## config.mk

```make
export PLATFORM = sky130hd
export DESIGN_NAME = wb_ibus_prefetch
export DESIGN_NICKNAME = d
export VERILOG_FILES = /design/src/rtl/wb_ibus_prefetch.sv
export SDC_FILE = /design/constraint.sdc
export NUM_CORES = 1
export LEC_CHECK = 0
export BUFFER_PORTS_ARGS = -buffer_cell sky130_fd_sc_hd__buf_2
export CORE_AREA = 2 2 163 165
export CTS_CLUSTER_SIZE = 28
export DETAILED_ROUTE_END_ITERATION = 10
export DIE_AREA = 0 0 165 167
export PLACE_DENSITY = 0.82
export SLEW_MARGIN = 40
export SYNTH_ARGS = -nofsm -noshare
export SYNTH_HDL_FRONTEND = slang
export SYNTH_SLANG_ARGS = --single-unit
export TNS_END_PERCENT = 1
```

## constraint.sdc

```tcl
create_clock -name wb_clk -period 3.5 [get_ports wb_clk]
set_clock_uncertainty 0.2 [all_clocks]
set_input_delay 0.7 -clock wb_clk [delete_from_list [all_inputs] [get_ports wb_clk]]
set_output_delay 0.7 -clock wb_clk [all_outputs]
set_load 0.01 [all_outputs]
```

## src/rtl/wb_ibus_prefetch.sv

```systemverilog
// Single-line, critical-word-first prefetch buffer for the instruction Wishbone path.
// Classic CPU reads become wrapping bursts toward the SDRAM ibus port; writes pass through and are merged.
module wb_ibus_prefetch #(
    parameter int unsigned AW         = 32,
    parameter int unsigned DW         = 32,
    parameter int unsigned LINE_WORDS = 4
) (
    input  logic            wb_clk,
    input  logic            wb_rst_n,
    input  logic [AW-1:0]   s_adr_i,
    input  logic [DW-1:0]   s_dat_i,
    input  logic [DW/8-1:0] s_sel_i,
    input  logic            s_we_i,
    input  logic            s_cyc_i,
    input  logic            s_stb_i,
    input  logic [2:0]      s_cti_i,
    input  logic [1:0]      s_bte_i,
    output logic [DW-1:0]   s_dat_o,
    output logic            s_ack_o,
    output logic [AW-1:0]   m_adr_o,
    output logic [DW-1:0]   m_dat_o,
    output logic [DW/8-1:0] m_sel_o,
    output logic            m_we_o,
    output logic            m_cyc_o,
    output logic            m_stb_o,
    output logic [2:0]      m_cti_o,
    output logic [1:0]      m_bte_o,
    input  logic [DW-1:0]   m_dat_i,
    input  logic            m_ack_i,
    input  logic            invalidate_i
);

    localparam int unsigned SW    = DW / 8;
    localparam int unsigned WORDW = $clog2(LINE_WORDS);
    localparam int unsigned OFFW  = WORDW + 2;
    localparam int unsigned TAGW  = AW - OFFW;
    localparam logic [WORDW-1:0] LAST_BEAT = WORDW'(LINE_WORDS - 1);

    typedef enum logic [1:0] {IDLE, FILL, WRITE} state_t;

    state_t            state_q, state_d;
    logic              valid_q, valid_d;
    logic              discard_q, discard_d;
    logic [TAGW-1:0]   tag_q, tag_d;
    logic [TAGW-1:0]   fill_tag_q, fill_tag_d;
    logic [WORDW-1:0]  req_word_q, req_word_d;
    logic [WORDW-1:0]  beat_q, beat_d;
    logic [DW-1:0]     line_q [LINE_WORDS];

    logic [DW-1:0]     s_dat_d;
    logic              s_ack_d;
    logic [AW-1:0]     m_adr_d;
    logic [DW-1:0]     m_dat_d;
    logic [SW-1:0]     m_sel_d;
    logic              m_we_d, m_cyc_d, m_stb_d;
    logic [2:0]        m_cti_d;
    logic [1:0]        m_bte_d;

    logic              line_we;
    logic [WORDW-1:0]  line_idx;
    logic [DW-1:0]     line_data;
    logic [SW-1:0]     line_be;

    logic              req, hit;
    logic [TAGW-1:0]   adr_tag;
    logic [WORDW-1:0]  adr_word, fill_word, next_word;

    // Burst type, cycle type and offset bits of the CPU address carry no meaning here
    logic unused_ok;
    assign unused_ok = ^{s_cti_i, s_bte_i, s_adr_i[1:0]};

    assign req       = s_cyc_i & s_stb_i & ~s_ack_o;
    assign adr_tag   = s_adr_i[AW-1:OFFW];
    assign adr_word  = s_adr_i[OFFW-1:2];
    assign hit       = valid_q & (tag_q == adr_tag) & ~invalidate_i;
    assign fill_word = WORDW'(req_word_q + beat_q);
    assign next_word = WORDW'(fill_word + 1'b1);

    // Next-state, next-output and line-write control
    always_comb begin
        state_d    = state_q;
        valid_d    = valid_q;
        discard_d  = discard_q;
        tag_d      = tag_q;
        fill_tag_d = fill_tag_q;
        req_word_d = req_word_q;
        beat_d     = beat_q;
        s_dat_d    = s_dat_o;
        s_ack_d    = 1'b0;
        m_adr_d    = m_adr_o;
        m_dat_d    = m_dat_o;
        m_sel_d    = m_sel_o;
        m_we_d     = m_we_o;
        m_cyc_d    = m_cyc_o;
        m_stb_d    = m_stb_o;
        m_cti_d    = m_cti_o;
        m_bte_d    = m_bte_o;
        line_we    = 1'b0;
        line_idx   = fill_word;
        line_data  = m_dat_i;
        line_be    = '1;

        unique case (state_q)
            IDLE: begin
                if (invalidate_i) valid_d = 1'b0;
                if (req) begin
                    if (s_we_i) begin
                        state_d = WRITE;
                        m_cyc_d = 1'b1;
                        m_stb_d = 1'b1;
                        m_we_d  = 1'b1;
                        m_adr_d = {s_adr_i[AW-1:2], 2'b00};
                        m_dat_d = s_dat_i;
                        m_sel_d = s_sel_i;
                        m_cti_d = 3'b000;
                        m_bte_d = 2'b00;
                    end else if (hit) begin
                        s_ack_d = 1'b1;
                        s_dat_d = line_q[adr_word];
                    end else begin
                        state_d    = FILL;
                        fill_tag_d = adr_tag;
                        req_word_d = adr_word;
                        beat_d     = '0;
                        discard_d  = 1'b0;
                        m_cyc_d    = 1'b1;
                        m_stb_d    = 1'b1;
                        m_we_d     = 1'b0;
                        m_sel_d    = '1;
                        m_adr_d    = {adr_tag, adr_word, 2'b00};
                        m_cti_d    = (LAST_BEAT == '0) ? 3'b111 : 3'b010;
                        m_bte_d    = 2'b01;
                    end
                end
            end
            FILL: begin
                if (invalidate_i) discard_d = 1'b1;
                if (m_ack_i) begin
                    line_we = 1'b1;
                    if (beat_q == LAST_BEAT) begin
                        state_d = IDLE;
                        m_cyc_d = 1'b0;
                        m_stb_d = 1'b0;
                        m_cti_d = 3'b000;
                        m_bte_d = 2'b00;
                        tag_d   = fill_tag_q;
                        valid_d = ~(discard_q | invalidate_i);
                    end else begin
                        beat_d  = WORDW'(beat_q + 1'b1);
                        m_adr_d = {fill_tag_q, next_word, 2'b00};
                        m_cti_d = (WORDW'(beat_q + 1'b1) == LAST_BEAT) ? 3'b111 : 3'b010;
                    end
                end
            end
            WRITE: begin
                if (invalidate_i) valid_d = 1'b0;
                if (m_ack_i) begin
                    state_d = IDLE;
                    m_cyc_d = 1'b0;
                    m_stb_d = 1'b0;
                    m_we_d  = 1'b0;
                    s_ack_d = 1'b1;
                    // Keep the cached copy coherent with the write that just completed
                    if (valid_q && !invalidate_i && (m_adr_o[AW-1:OFFW] == tag_q)) begin
                        line_we   = 1'b1;
                        line_idx  = m_adr_o[OFFW-1:2];
                        line_data = m_dat_o;
                        line_be   = m_sel_o;
                    end
                end
            end
            default: state_d = IDLE;
        endcase
    end

    // State and registered outputs
    always_ff @(posedge wb_clk or negedge wb_rst_n) begin
        if (!wb_rst_n) begin
            state_q    <= IDLE;
            valid_q    <= 1'b0;
            discard_q  <= 1'b0;
            tag_q      <= '0;
            fill_tag_q <= '0;
            req_word_q <= '0;
            beat_q     <= '0;
            s_dat_o    <= '0;
            s_ack_o    <= 1'b0;
            m_adr_o    <= '0;
            m_dat_o    <= '0;
            m_sel_o    <= '0;
            m_we_o     <= 1'b0;
            m_cyc_o    <= 1'b0;
            m_stb_o    <= 1'b0;
            m_cti_o    <= 3'b000;
            m_bte_o    <= 2'b00;
        end else begin
            state_q    <= state_d;
            valid_q    <= valid_d;
            discard_q  <= discard_d;
            tag_q      <= tag_d;
            fill_tag_q <= fill_tag_d;
            req_word_q <= req_word_d;
            beat_q     <= beat_d;
            s_dat_o    <= s_dat_d;
            s_ack_o    <= s_ack_d;
            m_adr_o    <= m_adr_d;
            m_dat_o    <= m_dat_d;
            m_sel_o    <= m_sel_d;
            m_we_o     <= m_we_d;
            m_cyc_o    <= m_cyc_d;
            m_stb_o    <= m_stb_d;
            m_cti_o    <= m_cti_d;
            m_bte_o    <= m_bte_d;
        end
    end

    // Line data, byte-lane write enables; validity is tracked by valid_q alone
    always_ff @(posedge wb_clk) begin
        for (int unsigned b = 0; b < SW; b++) begin
            if (line_we && line_be[b]) line_q[line_idx][8*b +: 8] <= line_data[8*b +: 8];
        end
    end

endmodule

```

==> Word level (Yosys, flattened, before mapping) <==
Memory sizes are Yosys's and may differ from the RTL's. A register that Yosys moved wholly into a read port is not among the register bits.
Index checks and enable logic that the tools add are counted.
{ "op_classes": {"add_sub_neg": 3, "eq_ne": 17, "mux": 75, "bitwise": 10, "reduce_logical": 28} }
{ "ops": {"columns": ["op", "n"], "rows": [
  ["two-way mux 32 bit", 8],
  ["one-hot mux 32 bit (2 select lines)", 1],
  ["equality test 28 bit", 2],
  ["two-way mux 2 bit", 16],
  ["two-way mux 1 bit", 29],
  ["two-way mux 4 bit", 5],
  ["AND reduction 4 bit", 5],
  ["AND reduction 5 bit", 4],
  ["two-way mux 3 bit", 6],
  ["!= test 2 bit (second input constant)", 9],
  ["AND reduction 6 bit", 2],
  ["one-hot mux 1 bit (2 select lines)", 5],
  ["AND reduction 3 bit", 3],
  ["one-hot mux 2 bit (2 select lines)", 2],
  ["equality test 2 bit (second input constant)", 3],
  ["logical AND 1 bit", 6],
  ["one-hot mux 2 bit (3 select lines)", 1],
  ["one-hot mux 3 bit (2 select lines)", 1],
  ["nonzero test 2 bit", 3],
  ["NOT 1 bit", 5],
  ["adder 2 x 1 -> 2 bit (second input constant)", 2],
  ["AND 1 bit", 4],
  ["!= test 3 bit (second input constant)", 1],
  ["one-hot mux 1 bit (3 select lines)", 1],
  ["8 further kinds", 9]
]} }
{ "totals": {"register_bits": 140, "ramBits": 128, "memories": 1} }
{ "mem_list": {"columns": ["name", "words", "word_bits", "rd", "rd_clocked_by_memory_dff", "wr", "line_no", "text"], "rows": [
  ["line_q", 4, 32, 1, 1, 1, "48", "logic [DW-1:0] line_q [LINE_WORDS];"]
]} }

==> Logic depth before layout (Yosys ltp) <==
{ "logic_depth": {"word_depth": 9, "mapped_depth": 10, "ltp_nobuf": 8} }

==> Worst setup path after synthesis <==
OpenSTA, ideal clock, no wires.
{ "synth_timing": {"kind": "input port to flip-flop", "from": "input port m_ack_i", "to": "memory line_q[0][0], enable pin", "setup_time_ns": 0.385, "arrival_time_ns": 2.770, "t_required_ns": 2.915, "setup_slack_ns": 0.145, "cell_stages": 9, "cell_sequence": "buf_2 -> nand2_1 -> nor3_1 -> nand4_1 -> nor4_2 -> buf_2 -> buf_4 -> nand3_1 -> a21boi_0"} }
{ "synth_between": {"elab_chain_cells": 5, "elab_cells_between_ends": 10} }
{ "synth_lines": {"columns": ["item", "line_no", "text"], "rows": [
  ["start: declaration", "29", "input logic m_ack_i,"],
  ["two-way mux 1 bit (tied with other cells)", "157", "if (m_ack_i) begin"],
  ["one-hot mux 1 bit (2 select lines) / two-way mux 4 bit (equally long branches)", "103", "unique case (state_q)"],
  ["logical AND 1 bit", "220", "if (line_we && line_be[b]) line_q[line_idx][8*b +: 8] <= line_data[8*b +: 8];"],
  ["two-way mux 1 bit", "220", null],
  ["two-way mux 1 bit (implied by the code)", "220", null],
  ["end: declaration", "48", null]
]} }
Parallel ways exist; a longest one is shown, timed or not.

==> Final worst setup path <==
{ "layout_timing": {"from": "register tag_q[0]", "to": "memory line_q[1][7] (data pin)"} }
{ "layout_between": {"elab_chain_cells": 5} }
{ "layout_lines": {"columns": ["item", "line_no", "text"], "rows": [
  ["start: declaration", "44", "logic [TAGW-1:0] tag_q, tag_d;"],
  ["start signal: assignment", "200", "tag_q <= tag_d;"],
  ["equality test 28 bit", "164", "if (valid_q && !invalidate_i && (m_adr_o[AW-1:OFFW] == tag_q)) begin"],
  ["logical AND 1 bit", "164", null],
  ["two-way mux 32 bit", "164", null],
  ["two-way mux 32 bit", "157", null],
  ["two-way mux 32 bit", "103", null],
  ["named net line_data[7]", "61", "logic [DW-1:0] line_data;"]
]} }
The timed path passes the listed nets, and every way through them passes these cells.

==> results.txt <==
Synth cell count leaders - dfrtp_1, edfxtp_1, mux2_2
Initial core utilization - 54.2%
CTS max path bufs - 3
DIE HEIGHT - 167 µm
Synth Instances - 1006
Syn. warnings - 0
Final period util - 88.5%
Pre-CTS setup slack - 0.271 ns
Tightest Pin Transition - 0.716 ns
Worst Reg-to-Reg Cells - 7
Worst-path clk slew - 0.06 ns
Pleak - 7.32 nW
Total Neg Setup Slack - 0 ns
Vias post-DR - 9122
Hold Vio Cnt, Final - 0
Ys async rst share - 56.8%
Status - finished clean
DR pass1 iterations - 5
DR iter-0 viols - 545
Cell variety after synth - 56
Hold Path Origin - s_dat_i[6]
Overall routing resource usage - 23.6%
Max transition margin - 51.8%
First-pass GRT wire length - 51200 µm
Placed cells - 1529
Post-route DRC violation count - 0
TritonCTS clock tree - built
PwrDens - 752 nW/µm²
Via density - 5.74
HP Class - primary input to flop
Synth top area share - 30.1%
# IOs - 221
Count leader, synth - dfrtp_1
Gp weighted congestion - 0.773
Grt ovf - 0
Skew-Pair Late Insertion Delay - 0.55 ns
Worst reg2reg path startpoint - tag_q[0]$_DFFE_PN0P_
CP Class - flop to flop
Worst path required time - 3.58 ns
Initial antenna violation count - 3
Num CTS Buffers - 31
Area growth syn-to-layout - 19.3%
Post-synth top flop - dfrtp_1
WL/cell - 20.4 µm
IO Port Bufs - 210
Max Clk Rate - 323 MHz
Hold Path Stages - 2
Root Buffer - clkbuf_16
Post-Syn Area per Cell - 13.9 µm²
Layout cell share with drive strength beyond 1 - 39.7%
Synth top area cells - dfrtp_1, edfxtp_1, mux2_2, mux4_2, mux2_4
Kind of end point of the critical path - flop
Worst reg2reg endpoint - line_q[1][7]$_DFFE_PP_
Vias in the first global route - 9356
Post-synth EDFFs - 128
Fin cells - 1590
Hold slack - 0.179 ns
RSZ-0062 raised after global routing - no
Final WL - 32400 µm
# setup viols final - 0
Nets - 1347
FF-to-FF setup slack - 0.40 ns
H-tree depth - 1
Post-DP HPWL - 22100 µm
FP Rows - 59
Largest net degree at the start of global routing - 67
Die area - 27600 µm²
Fillcell total - 1873
CP max FO - 39
Sink Count - 296
Hold Path End - m_dat_o[6]$_DFFE_PN0P_
Core Area - 25800 µm²
Crit path from - tag_q[0]$_DFFE_PN0P_
CP arrival - 3.18 ns
Worst Setup Start Kind - flop
Die width - 165 µm
Final Max Tran Viols - 0
Post-synthesis register bit count - 296
VDD IR max - 0.560 mV
Sequential fraction of the synthesis area - 57.7%
Synth Cell Area - 14000 µm²
Post-synth top area cell - dfrtp_1
Post-layout min period - 3.10 ns
Post-route ant nets - 0
Setup WS post-layout - 0.402 ns
Max_cap viols - 0
cell families after synthesis:
group / count (synthesis) / share of synthesized area, %
AOI/OAI and AO/OA: 87 / 4.82
and+or+nand+nor: 239 / 7.82
other: 1 / 0.0269
xor gates and xnor gates: 57 / 3.58
buffers and inverters: 74 / 2.64
muxes: 245 / 22.8
DFF: 296 / 57.7
adders and majority gates: 7 / 0.627
final cells by class:
class | instances | area, µm² | share of cell area, %
flip-flops and latches | 296 | 8050 | 48.4
multi-input cells | 638 | 5590 | 33.6
repair buffers | 253 | 1500 | 8.98
clock buffers | 41 | 823 | 4.95
well taps | 335 | 419 | 2.52
clock inverters | 17 | 239 | 1.44
inverters | 8 | 30.0 | 0.180
diodes | 2 | 5.00 | 0.0301
cell usage in the layout, fill, tap and decap left out, drive strengths merged, types with 3 or more instances in the layout:
| cell type | Yosys | routed |
|---|---|---|
| buf | 34 | 252 |
| mux2 | 183 | 183 |
| dfrtp | 168 | 168 |
| edfxtp | 128 | 128 |
| nand2 | 101 | 101 |
| nor2 | 66 | 66 |
| xor2 | 43 | 43 |
| clkbuf | 32 | 41 |
| mux4 | 32 | 32 |
| mux2i | 30 | 30 |
| a221oi | 28 | 28 |
| xnor2 | 14 | 14 |
| a21boi | 14 | 14 |
| nand3 | 13 | 13 |
| nor4 | 13 | 13 |
| inv | 8 | 13 |
| o21ai | 11 | 11 |
| nor2b | 11 | 11 |
| nand4 | 9 | 9 |
| nor3 | 8 | 8 |
| ha | 7 | 7 |
| o21a | 5 | 5 |
| a21oi | 5 | 5 |
| bufinv | 0 | 5 |
| clkinv | 0 | 5 |
| and3 | 4 | 4 |
| o22a | 4 | 4 |
| nand2b | 3 | 3 |
| or3 | 3 | 3 |
| conb | 1 | 3 |
| a31o | 3 | 3 |
power by group:
| group | switching (mW) | internal (mW) | total (mW) | leakage (nW) |
|---|---|---|---|---|
| Clock | 1.37 | 2.04 | 3.41 | 0.509 |
| Combinational | 2.02 | 1.84 | 3.86 | 3.54 |
| Sequential | 0.782 | 4.47 | 5.25 | 3.28 |
worst max path at each step:
stage / slack (ns) / depth (start not counted) / endpoint
2_1_floorplan: 0.14 / 9 / line_q[0][0]$_DFFE_PP_
3_3_place_gp: 0.30 / 8 / line_q[2][26]$_DFFE_PP_
3_5_place_dp: 0.27 / 8 / line_q[2][19]$_DFFE_PP_
4_1_cts: 0.37 / 7 / line_q[1][10]$_DFFE_PP_
5_1_grt: 0.24 / 7 / line_q[2][23]$_DFFE_PP_
6_report: 0.40 / 7 / line_q[1][7]$_DFFE_PP_
repair_timing:
item,4_1_cts,5_1_grt
endpoints found under the hold margin,56,0
setup buffers,0,0
hold buffers,1,0
resized for setup,0,0
stage by stage:
stage	power (mW)	instance area (µm²)	util (%)
floorplan	7.76	14000	-
global placement	8.95	15600	60.4
detailed placement	9.15	15600	60.4
CTS	12.6	16600	64.6
global route	13.2	16600	64.6
finish	12.5	16600	64.6
critical path: stages (launching register included):
cell,delay (ns)
dfrtp_1,0.41
xor2_1,0.18
nor4_1,0.52
nand4_1,0.29
nor4_4,0.26
buf_12,0.26
buf_4,0.28
mux2_2,0.41
registers in the layout, indices dropped and copies added, names as in the netlist:
register    flops
beat_q          2
discard_q       1
fill_tag_q     28
line_q        128
m_adr_o        30
m_bte_o         1
m_cti_o         2
m_dat_o        32
m_sel_o         4
m_stb_o         1
m_we_o          1
req_word_q      2
s_ack_o         1
s_dat_o        32
state_q         2
tag_q          28
valid_q         1
metal layers:
metal	global-route usage, %	vias up	routed length [µm]
met5	0	-	13
met4	5.67	2	550
met3	4.21	48	2050
met2	41.4	305	16900
met1	30.5	4602	12900
li1	-	4165	-
(Power assumes the default switching activity.)
